File: config.mk
export PLATFORM = sky130hd
export DESIGN_NAME = bsg_piso_yumi
export DESIGN_NICKNAME = d
export VERILOG_FILES = /design/src/rtl/bsg_piso_yumi.sv
export SDC_FILE = /design/constraint.sdc
export NUM_CORES = 1
export LEC_CHECK = 0
export BUFFER_PORTS_ARGS = -buffer_cell sky130_fd_sc_hd__buf_2
export CORE_MARGIN = 2
export CORE_UTILIZATION = 47
export DETAILED_ROUTE_END_ITERATION = 12
export PLACE_DENSITY = 0.76
export SLEW_MARGIN = 20
export SYNTH_ARGS = -nofsm -noshare
export SYNTH_HDL_FRONTEND = slang
export SYNTH_SLANG_ARGS = --single-unit
File: constraint.sdc
create_clock -name clk_i -period 3.2 [get_ports clk_i]
set_input_delay 0.32 -clock clk_i [delete_from_list [all_inputs] [get_ports clk_i]]
set_output_delay 0.32 -clock clk_i [all_outputs]
set_load 0.005 [all_outputs]
File: src/rtl/bsg_piso_yumi.sv
// bsg_piso_yumi: drains one wide word from a valid/yumi FIFO as els_p narrow chunks, LSB chunk first
module bsg_piso_yumi #(
   parameter int width_p = 4,
   parameter int els_p   = 4
) (
   input  logic                       clk_i,
   input  logic                       reset_i,
   input  logic                       valid_i,
   input  logic [width_p*els_p-1:0]   data_i,
   output logic                       yumi_o,
   output logic                       valid_o,
   output logic [width_p-1:0]         data_o,
   input  logic                       yumi_i
);
   localparam int cnt_w = $clog2(els_p);
   typedef enum logic {EMPTY, BUSY} state_e;
   state_e                            state_r;
   logic [cnt_w-1:0]                  cnt_r;
   logic [els_p-1:0][width_p-1:0]     shift_r;
   logic                              last;
   assign last    = cnt_r == cnt_w'(els_p - 1);
   // a new word is taken when idle, or when the final chunk leaves, so words stream without a bubble
   assign yumi_o  = !reset_i && valid_i && (state_r == EMPTY || (yumi_i && last));
   assign valid_o = state_r == BUSY;
   assign data_o  = shift_r[cnt_r];
   always_ff @(posedge clk_i)
      if (reset_i) begin
         state_r <= EMPTY;
         cnt_r   <= '0;
      end else if (yumi_o) begin
         state_r <= BUSY;
         cnt_r   <= '0;
         shift_r <= data_i;
      end else if (state_r == BUSY && yumi_i) begin
         state_r <= last ? EMPTY : BUSY;
         cnt_r   <= last ? '0 : cnt_r + 1'b1;
      end
   a_no_yumi_when_idle: assert property (@(posedge clk_i) disable iff (reset_i) !(yumi_i && !valid_o));
endmodule

==> run_results.csv, run 1 <==
group,metric,value,unit
sta,worst_pin_slew,0.370,ns
synthesis,synth.ff_latch_count,19,
drt,detail_route.wl_per_cell,13.0,um
sta,rsz0062_at_grt,"no",
cts,htree_num_levels,1,
setup_path,r2r-start,"cnt_r[0]$_SDFFE_PP0P_",
cts,cts.sinks,19,
power_and_ir_drop,p_int,0.000347,W
drt,firstDrtPassIters,3,
synthesis,yosysUniqueCellTypes,15,
layout,regArea,541,um2
synthesis,synth_top_area_frac,0.639,
power_and_ir_drop,sw_frac_of_total,0.202,
sta,setup_violations,0,
synthesis,async_flop_share,0,
global_route,grt_usage,0.140,
global_route,grt_pass1_wl,1820,um
synthesis,ys_warn_count,0,
setup_path,slowest_delay,0.56,ns
global_route,grt_overflow,0,
power_and_ir_drop,p_clk_frac,0.264,
sta,fin_crit_sh,0.583,
synthesis,seq_area_frac_synth,0.719,
cts,post_cts_resized,0,
global_route,antenna_found_initial,0,
floorplanning,dieArea,1940,um2
setup_path,worstSetupStartpointType,"flip-flop",
job,drv_cap,0,
floorplanning,die_h,44,um
sta,min_period,1.87,ns
drt,vias,436,
synthesis,synth_nets,58,
synthesis,yosysMostFrequentCell,"edfxtp_1",
synthesis,synthTopCellsByCount,"16 x edfxtp_1, 4 x mux4_2, 3 x dfxtp_1, 2 x a21bo_2, 2 x nor3b_1",
sta,max_clock_freq,0.536,GHz
synthesis,syn-cell-area,752,um2
power_and_ir_drop,netSwitchingPower,0.0000875,W
floorplanning,rows,14,
setup_path,worstPathRequired,2.88,ns
hold_path,hp-class,"input port to flip-flop",
synthesis,synth-main-ff-cell,"edfxtp_1",
layout,num-fill-cells,116,
drt,vias_per_cell,5.32,
setup_path,r2r_cells,4,
synthesis,synth_cells,37,
layout,area_growth,23.1,%
layout,n_antenna_cell,0,
placement,gp_congestion,0.705,
setup_path,r2r-end,"shift_r[0]$_DFFE_PP_",
cts,numCtsBuffers,3,
sta,final.setup.tns,0,ns
outcome,status,"finished, final reports clean",
cts,root_buffer,"clkbuf_4",
setup_path,cp_top_family,"flip-flops",
floorplanning,chipWidth,44,um
synthesis,avgSynthCellArea,20.3,um2
synthesis,yosys-top-cells-area,"edfxtp_1 64%, mux4_2 12%, dfxtp_1 8.0%",
cts,holdBufCountCts,0,
cts,post_cts.repair.setup_buffers,0,
power_and_ir_drop,seqPwrFrac,0.655,
layout,final_nets,88,
hold_path,hp-start,"data_i[0]",
synthesis,synth_top_area_cell,"edfxtp_1",
synthesis,synth_edf_count,16,
power_and_ir_drop,p_per_area,469,nW/um2
setup_path,cp.arrival,1.55,ns
cts,clk_latency,0.29,ns
floorplanning,ios,26,
drt,ant_nets,0,
sta,slew_headroom,0.753,
hold_path,holdPathEnd,"shift_r[0]$_DFFE_PP_",
setup_path,reg2reg_slack,1.55,ns
layout,multi_input_area,201,um2
floorplanning,core_area,1510,um2
cts,path_clk_slew,0.10,ns
global_route,grt_max_degree,17,
setup_path,crit_path_max_fanout,8,
layout,final_layout_size_suffix_gt1_frac,0.576,
setup_path,end_kind,"output port",
power_and_ir_drop,p_leak,0.354,nW
drt,drt-total-wl,1070,um
floorplanning,initial_utilization,0.499,
power_and_ir_drop,combinationalPowerShare,0.081,
drt,drt_iter0_drc,9,
drt,drc,0,
cts,tritoncts,"done",
setup_path,crit_slowest_cell,"dfxtp_1",
power_and_ir_drop,vdd_drop_max,341,uV
placement,port_buffers,25,
setup_path,path_cells,"mux4_2, buf_2",
setup_path,crit_type,"flip-flop to output port",
layout,finish.utilization,0.615,
global_route,grt_pass1_vias,441,
sta,skew,0.000663,ns
sta,hold_viol,0,
setup_path,cp_num_buf_inv,1,
cts,clockBufferDepth,2,
sta,slew_violations,0,
hold_path,hold_depth,1,
[final cells by class]
cell class	instances	share of cell area
clock inverter	1	0.00541
multi-input combinational	16	0.218
clock buffer	3	0.0243
timing repair buffer	26	0.143
tap	16	0.0216
sequential	19	0.584
inverter	1	0.00405
[routing by layer]
layer  up-vias  share of wire  track usage  wire (um)
li1        213              -            -          -
met4         0          0.023        0.109         25
met3         4          0.040       0.0250         43
met1       206           0.38        0.151        401
met5         -              0            0          0
met2        13           0.56        0.238        596
[worst max-delay path by stage]
stage                           from              endpoint  slack, ns  cells past startpoint
6_report       cnt_r[0]$_SDFFE_PP0P_             data_o[0]       1.33                      2
3_3_place_gp   cnt_r[0]$_SDFFE_PP0P_  shift_r[3]$_DFFE_PP_       1.59                      4
2_1_floorplan  cnt_r[1]$_SDFFE_PP0P_  shift_r[0]$_DFFE_PP_       0.81                      3
4_1_cts        cnt_r[0]$_SDFFE_PP0P_             data_o[0]       1.30                      2
3_5_place_dp   cnt_r[0]$_SDFFE_PP0P_  shift_r[8]$_DFFE_PP_       1.54                      4
5_1_grt        cnt_r[0]$_SDFFE_PP0P_                yumi_o       1.22                      4
[worst register-to-register path: stages (launching register included)]
cell and delay, ns:
dfxtp_1 0.56, ha_1 0.23, a21bo_2 0.16, nor3b_2 0.16, buf_4 0.25
[through the flow]
| stage | cell area [um2] | hold slack (ns) | std cells | total power, W | worst slack (ns) |
|---|---|---|---|---|---|
| 2_1_floorplan | 752 | 0.386 | 37 | 0.000306 | 0.814 |
| 3_3_place_gp | 898 | 0.496 | 78 | 0.000325 | 1.59 |
| 3_5_place_dp | 898 | 0.498 | 78 | 0.000326 | 1.54 |
| 4_1_cts | 926 | 0.187 | 82 | 0.000440 | 1.30 |
| 5_1_grt | 926 | 0.178 | 82 | 0.000456 | 1.22 |
| 6_report | 926 | 0.196 | 82 | 0.000434 | 1.33 |
[layout by cell type (no fill, tap or decap), types with 2 or more instances in the layout]
cell type and instances:
dfxtp_1 3, mux4_2 4, edfxtp_1 16, buf_2 25
a21bo_2 2, clkbuf_4 3
[cells by family (layout without fill, tap and decap cells)]
| group | Yosys count | after routing | synth area share |
|---|---|---|---|
| flops | 19 | 19 | 0.719 |
| simple gates | 6 | 6 | 0.0632 |
| compound gates | 5 | 5 | 0.0616 |
| buf+inv | 2 | 31 | 0.0200 |
| fa+ha+maj | 1 | 1 | 0.0166 |
| mux | 4 | 4 | 0.120 |
[state kept, by name, summed over array words and instances (netlist names)]
name	cells
cnt_r	2
shift_r	16
valid_o	1
[power by group through the flow]
stage	sequential [W]	clock [W]	combinational (W)
after global placement	0.000290	0	0.0000349
after CTS	0.000284	0.000120	0.0000357
after detailed placement	0.000290	0	0.0000356
after floorplan	0.000288	0	0.0000179
final	0.000284	0.000115	0.0000352
after global routing	0.000286	0.000131	0.0000392
No activity file was read; power rests on OpenSTA's default activity.
==> run 2, diff against run 1 <==
Clock period 3.2 ns to 1.77 ns, I/O delays scaled along.
==> run_results.csv, run 2 (synthesis results as in run 1) <==
group,metric,value,unit
outcome,status,"finished, final reports clean",
layout,final_layout_size_suffix_gt1_frac,0.588,
setup_path,crit_slowest_cell,"mux4_2",
layout,num-fill-cells,120,
drt,vias_per_cell,5.25,
setup_path,r2r_cells,4,
cts,clk_latency,0.29,ns
floorplanning,core_area,1510,um2
drt,ant_nets,0,
placement,placed_cells,80,
cts,htree_num_levels,1,
layout,final_cell_mix,"25 x buf_2, 16 x edfxtp_1, 4 x mux4_2",
cts,cts.sinks,19,
setup_path,crit_path_max_fanout,7,
layout,area_growth,26.0,%
floorplanning,initial_utilization,0.499,
floorplanning,chipWidth,44,um
job,drv_cap,0,
sta,final.setup.tns,0,ns
drt,detail_route.wl_per_cell,13.2,um
global_route,antenna_found_initial,0,
drt,firstDrtPassIters,4,
setup_path,worstPathRequired,1.59,ns
placement,gp_congestion,0.809,
power_and_ir_drop,vdd_drop_max,514,uV
layout,finalNonFillerCells,84,
floorplanning,dieArea,1940,um2
power_and_ir_drop,p_per_area,833,nW/um2
hold_path,hp-class,"input port to flip-flop",
cts,post_cts_resized,0,
placement,port_buffers,25,
sta,rsz0062_at_grt,"no",
setup_path,path_cells,"buf_4, mux4_2, buf_2",
sta,fin_crit_sh,0.909,
setup_path,crit_type,"flip-flop to output port",
hold_path,hold_depth,1,
drt,drc,0,
cts,root_buffer,"clkbuf_4",
global_route,grt_usage,0.133,
cts,tritoncts,"done",
global_route,grt_pass1_wl,1730,um
sta,setup_violations,0,
sta,min_period,1.61,ns
setup_path,end_kind,"output port",
sta,skew,0.00261,ns
layout,finish.utilization,0.629,
global_route,grt_overflow,0,
layout,final_common_cell,"buf_2",
cts,numCtsBuffers,3,
setup_path,cp_top_family,"multiplexers",
setup_path,r2r-end,"shift_r[7]$_DFFE_PP_",
setup_path,path_depth,3,
placement,dp.final_hpwl,848,um
setup_path,cp.arrival,1.43,ns
hold_path,hp-start,"data_i[10]",
hold_path,holdPathEnd,"shift_r[10]$_DFFE_PP_",
floorplanning,ios,26,
cts,post_cts.repair.setup_buffers,0,
sta,slew_headroom,0.864,
sta,slew_violations,0,
cts,holdBufCountCts,0,
cts,clockBufferDepth,2,
global_route,grt_max_degree,17,
setup_path,cp_num_buf_inv,2,
floorplanning,die_h,44,um
layout,final_nets,90,
drt,drt-total-wl,1110,um
setup_path,reg2reg_slack,0.36,ns
cts,path_clk_slew,0.10,ns
sta,hold_viol,0,
setup_path,slowest_delay,0.49,ns
layout,n_antenna_cell,0,
drt,vias,441,
floorplanning,rows,14,
setup_path,r2r-start,"cnt_r[0]$_SDFFE_PP0P_",
sta,max_clock_freq,0.621,GHz
layout,top_register,"shift_r",
layout,largest_reg_flops,16,
drt,drt_iter0_drc,3,
global_route,grt_pass1_vias,403,
setup_path,worstSetupStartpointType,"flip-flop",
sta,worst_pin_slew,0.204,ns
power_and_ir_drop,p_leak,0.367,nW
-- run 2: worst max-delay path by stage --
| stage | startpoint | end | slack, ns |
|---|---|---|---|
| after global routing | cnt_r[0]$_SDFFE_PP0P_ | data_o[1] | 0.06 |
| after CTS | cnt_r[0]$_SDFFE_PP0P_ | data_o[2] | 0.13 |
| after floorplan | cnt_r[1]$_SDFFE_PP0P_ | shift_r[0]$_DFFE_PP_ | 0.15 |
| after detailed placement | cnt_r[0]$_SDFFE_PP0P_ | shift_r[7]$_DFFE_PP_ | 0.37 |
| final | cnt_r[0]$_SDFFE_PP0P_ | data_o[2] | 0.16 |
| after global placement | cnt_r[0]$_SDFFE_PP0P_ | shift_r[11]$_DFFE_PP_ | 0.40 |
-- run 2: metrics by stage --
step                      hold WS, ns  instance area (um2)  power, W  worst slack (ns)
after global routing           0.0319                  947  0.000832            0.0641
final                          0.0561                  947  0.000789             0.160
after global placement          0.354                  920  0.000592             0.403
after floorplan                 0.243                  763  0.000554             0.147
after CTS                      0.0450                  947  0.000801             0.132
after detailed placement        0.355                  920  0.000593             0.373
-- run 2: layout make-up --
class / instances / area (um2) / area share
multi-input combinational: 16 / 208 / 0.219
clock buffer: 3 / 22.5 / 0.0238
sequential: 19 / 541 / 0.571
inverter: 1 / 3.75 / 0.00396
timing repair buffer: 28 / 148 / 0.156
tap: 16 / 20.0 / 0.0211
clock inverter: 1 / 5.00 / 0.00528
-- run 2: layer usage --
| layer | vias to the layer above | part of all wire | track usage | routed length, um |
|---|---|---|---|---|
| li1 | 215 | - | - | - |
| met1 | 214 | 0.44 | 0.170 | 489 |
| met2 | 12 | 0.52 | 0.215 | 572 |
| met3 | 0 | 0.043 | 0.0375 | 48 |
| met4 | 0 | 0 | 0.0545 | 0 |
| met5 | - | 0 | 0 | 0 |
-- run 2: power breakdown --
| part | switching [W] | internal [W] | total (W) | leakage (nW) |
|---|---|---|---|---|
| Sequential | 0.00000630 | 0.000504 | 0.000510 | 0.173 |
| Clock | 0.000123 | 0.0000839 | 0.000207 | 0.0177 |
| Combinational | 0.0000301 | 0.0000414 | 0.0000715 | 0.177 |
| Total | 0.000160 | 0.000629 | 0.000789 | 0.367 |
==> run 3, diff against run 2 <==
Settings changed: PLACE_DENSITY 0.76 to default, PLACE_DENSITY_LB_ADDON from default to 0.05.
==> run_results.csv, run 3 (synthesis results as in run 1) <==
group,metric,value,unit
power_and_ir_drop,p_per_area,833,nW/um2
power_and_ir_drop,p_leak,0.367,nW
setup_path,path_cells,"buf_4, mux4_2, buf_2",
setup_path,r2r-start,"cnt_r[0]$_SDFFE_PP0P_",
cts,holdBufCountCts,0,
power_and_ir_drop,vdd_drop_max,480,uV
sta,min_period,1.62,ns
outcome,status,"finished, final reports clean",
layout,area_growth,26.0,%
setup_path,end_kind,"output port",
cts,htree_num_levels,1,
global_route,grt.met1_usage,0.161,
global_route,use_met2,0.197,
floorplanning,core_area,1510,um2
sta,slew_headroom,0.864,
global_route,grt_max_degree,17,
hold_path,hold_depth,1,
layout,final_cell_mix,"25 x buf_2, 16 x edfxtp_1, 4 x mux4_2",
drt,vias_per_cell,5.06,
layout,top_register,"shift_r",
global_route,grt_usage,0.128,
setup_path,worstSetupStartpointType,"flip-flop",
setup_path,reg2reg_slack,0.37,ns
setup_path,cp.arrival,1.45,ns
placement,placed_cells,80,
sta,rsz0062_at_grt,"no",
hold_path,hp-class,"input port to flip-flop",
layout,final_common_cell,"buf_2",
floorplanning,initial_utilization,0.499,
setup_path,crit_path_max_fanout,7,
floorplanning,rows,14,
layout,final_layout_size_suffix_gt1_frac,0.588,
layout,largest_reg_flops,16,
layout,num-fill-cells,129,
setup_path,crit_slowest_cell,"mux4_2",
setup_path,cp-startpoint,"cnt_r[0]$_SDFFE_PP0P_",
drt,drt_iter0_drc,6,
global_route,antenna_found_initial,0,
cts,post_cts_resized,0,
sta,max_clock_freq,0.616,GHz
hold_path,holdPathEnd,"shift_r[13]$_DFFE_PP_",
sta,skew,0.00598,ns
global_route,grt_pass1_vias,403,
layout,n_antenna_cell,0,
drt,firstDrtPassIters,2,
layout,finalNonFillerCells,84,
drt,detail_route.wl_per_cell,12.5,um
setup_path,r2r-end,"shift_r[0]$_DFFE_PP_",
floorplanning,ios,26,
drt,vias,425,
drt,ant_nets,0,
global_route,grtUsageMet3,0.0250,
cts,clk_latency,0.29,ns
cts,root_buffer,"clkbuf_4",
hold_path,hp-start,"data_i[13]",
cts,clockBufferDepth,2,
global_route,grt_overflow,0,
floorplanning,die_h,44,um
global_route,grt-busiest-layer,"met2",
layout,final_nets,90,
sta,setup_violations,0,
sta,slew_violations,0,
setup_path,r2r_cells,4,
sta,worst_pin_slew,0.204,ns
job,drv_cap,0,
setup_path,worstPathRequired,1.59,ns
drt,drc,0,
cts,cts.sinks,19,
sta,hold_viol,0,
floorplanning,chipWidth,44,um
setup_path,slowest_delay,0.50,ns
global_route,grt_pass1_wl,1680,um
sta,final.setup.tns,0,ns
cts,tritoncts,"done",
placement,port_buffers,25,
cts,path_clk_slew,0.10,ns
floorplanning,dieArea,1940,um2
cts,numCtsBuffers,3,
sta,fin_crit_sh,0.916,
setup_path,crit_type,"flip-flop to output port",
drt,drt-total-wl,1050,um
placement,gp_congestion,0.722,
cts,post_cts.repair.setup_buffers,0,
## run 3: cell counts in the layout (fill, tap and decap cells not counted)
No cell type changed its count.
## run 3: where the power goes
part           leakage (nW)  switching [W]  internal, W
logic                 0.177      0.0000298    0.0000412
registers             0.173     0.00000586     0.000504
clock network        0.0177       0.000124    0.0000839
total                 0.367       0.000160     0.000629
## run 3: layout make-up
type / instances / area (um2) / area share
multi-input cells: 16 / 208 / 0.219
well taps: 16 / 20.0 / 0.0211
repair buffers: 28 / 148 / 0.156
flip-flops and latches: 19 / 541 / 0.571
clock inverters: 1 / 5.00 / 0.00528
clock buffers: 3 / 22.5 / 0.0238
inverters: 1 / 3.75 / 0.00396
## run 3: metrics by stage
| step | power, W | cell area, um2 | util | worst slack (ns) | hold slack [ns] |
|---|---|---|---|---|---|
| 4_1_cts | 0.000807 | 947 | 0.629 | 0.112 | 0.0425 |
| 3_5_place_dp | 0.000593 | 920 | 0.610 | 0.369 | 0.355 |
| 5_1_grt | 0.000832 | 947 | 0.629 | 0.0574 | 0.0311 |
| 6_report | 0.000789 | 947 | 0.629 | 0.148 | 0.0536 |
| 2_1_floorplan | 0.000554 | 763 | - | 0.147 | 0.243 |
| 3_3_place_gp | 0.000592 | 920 | 0.610 | 0.393 | 0.353 |
## run 3: layer usage
metal	wire length [um]	vias up
met5	0	-
met4	10	0
met3	48	2
met2	515	15
met1	476	193
li1	-	215
## run 3: how the worst max path moves through the flow
| stage | endpoint | depth (start not counted) |
|---|---|---|
| 4_1_cts | data_o[1] | 3 |
| 5_1_grt | data_o[0] | 3 |
| 6_report | data_o[1] | 3 |
| 3_3_place_gp | shift_r[7]$_DFFE_PP_ | 4 |
| 2_1_floorplan | shift_r[0]$_DFFE_PP_ | 3 |
| 3_5_place_dp | shift_r[15]$_DFFE_PP_ | 4 |
## run 3: critical path, delay by kind of cell, from the launching register on
family                 cells  cell delay [ns]
buffers and inverters      2             0.31
flip-flops                 1             0.35
multiplexers               1             0.50
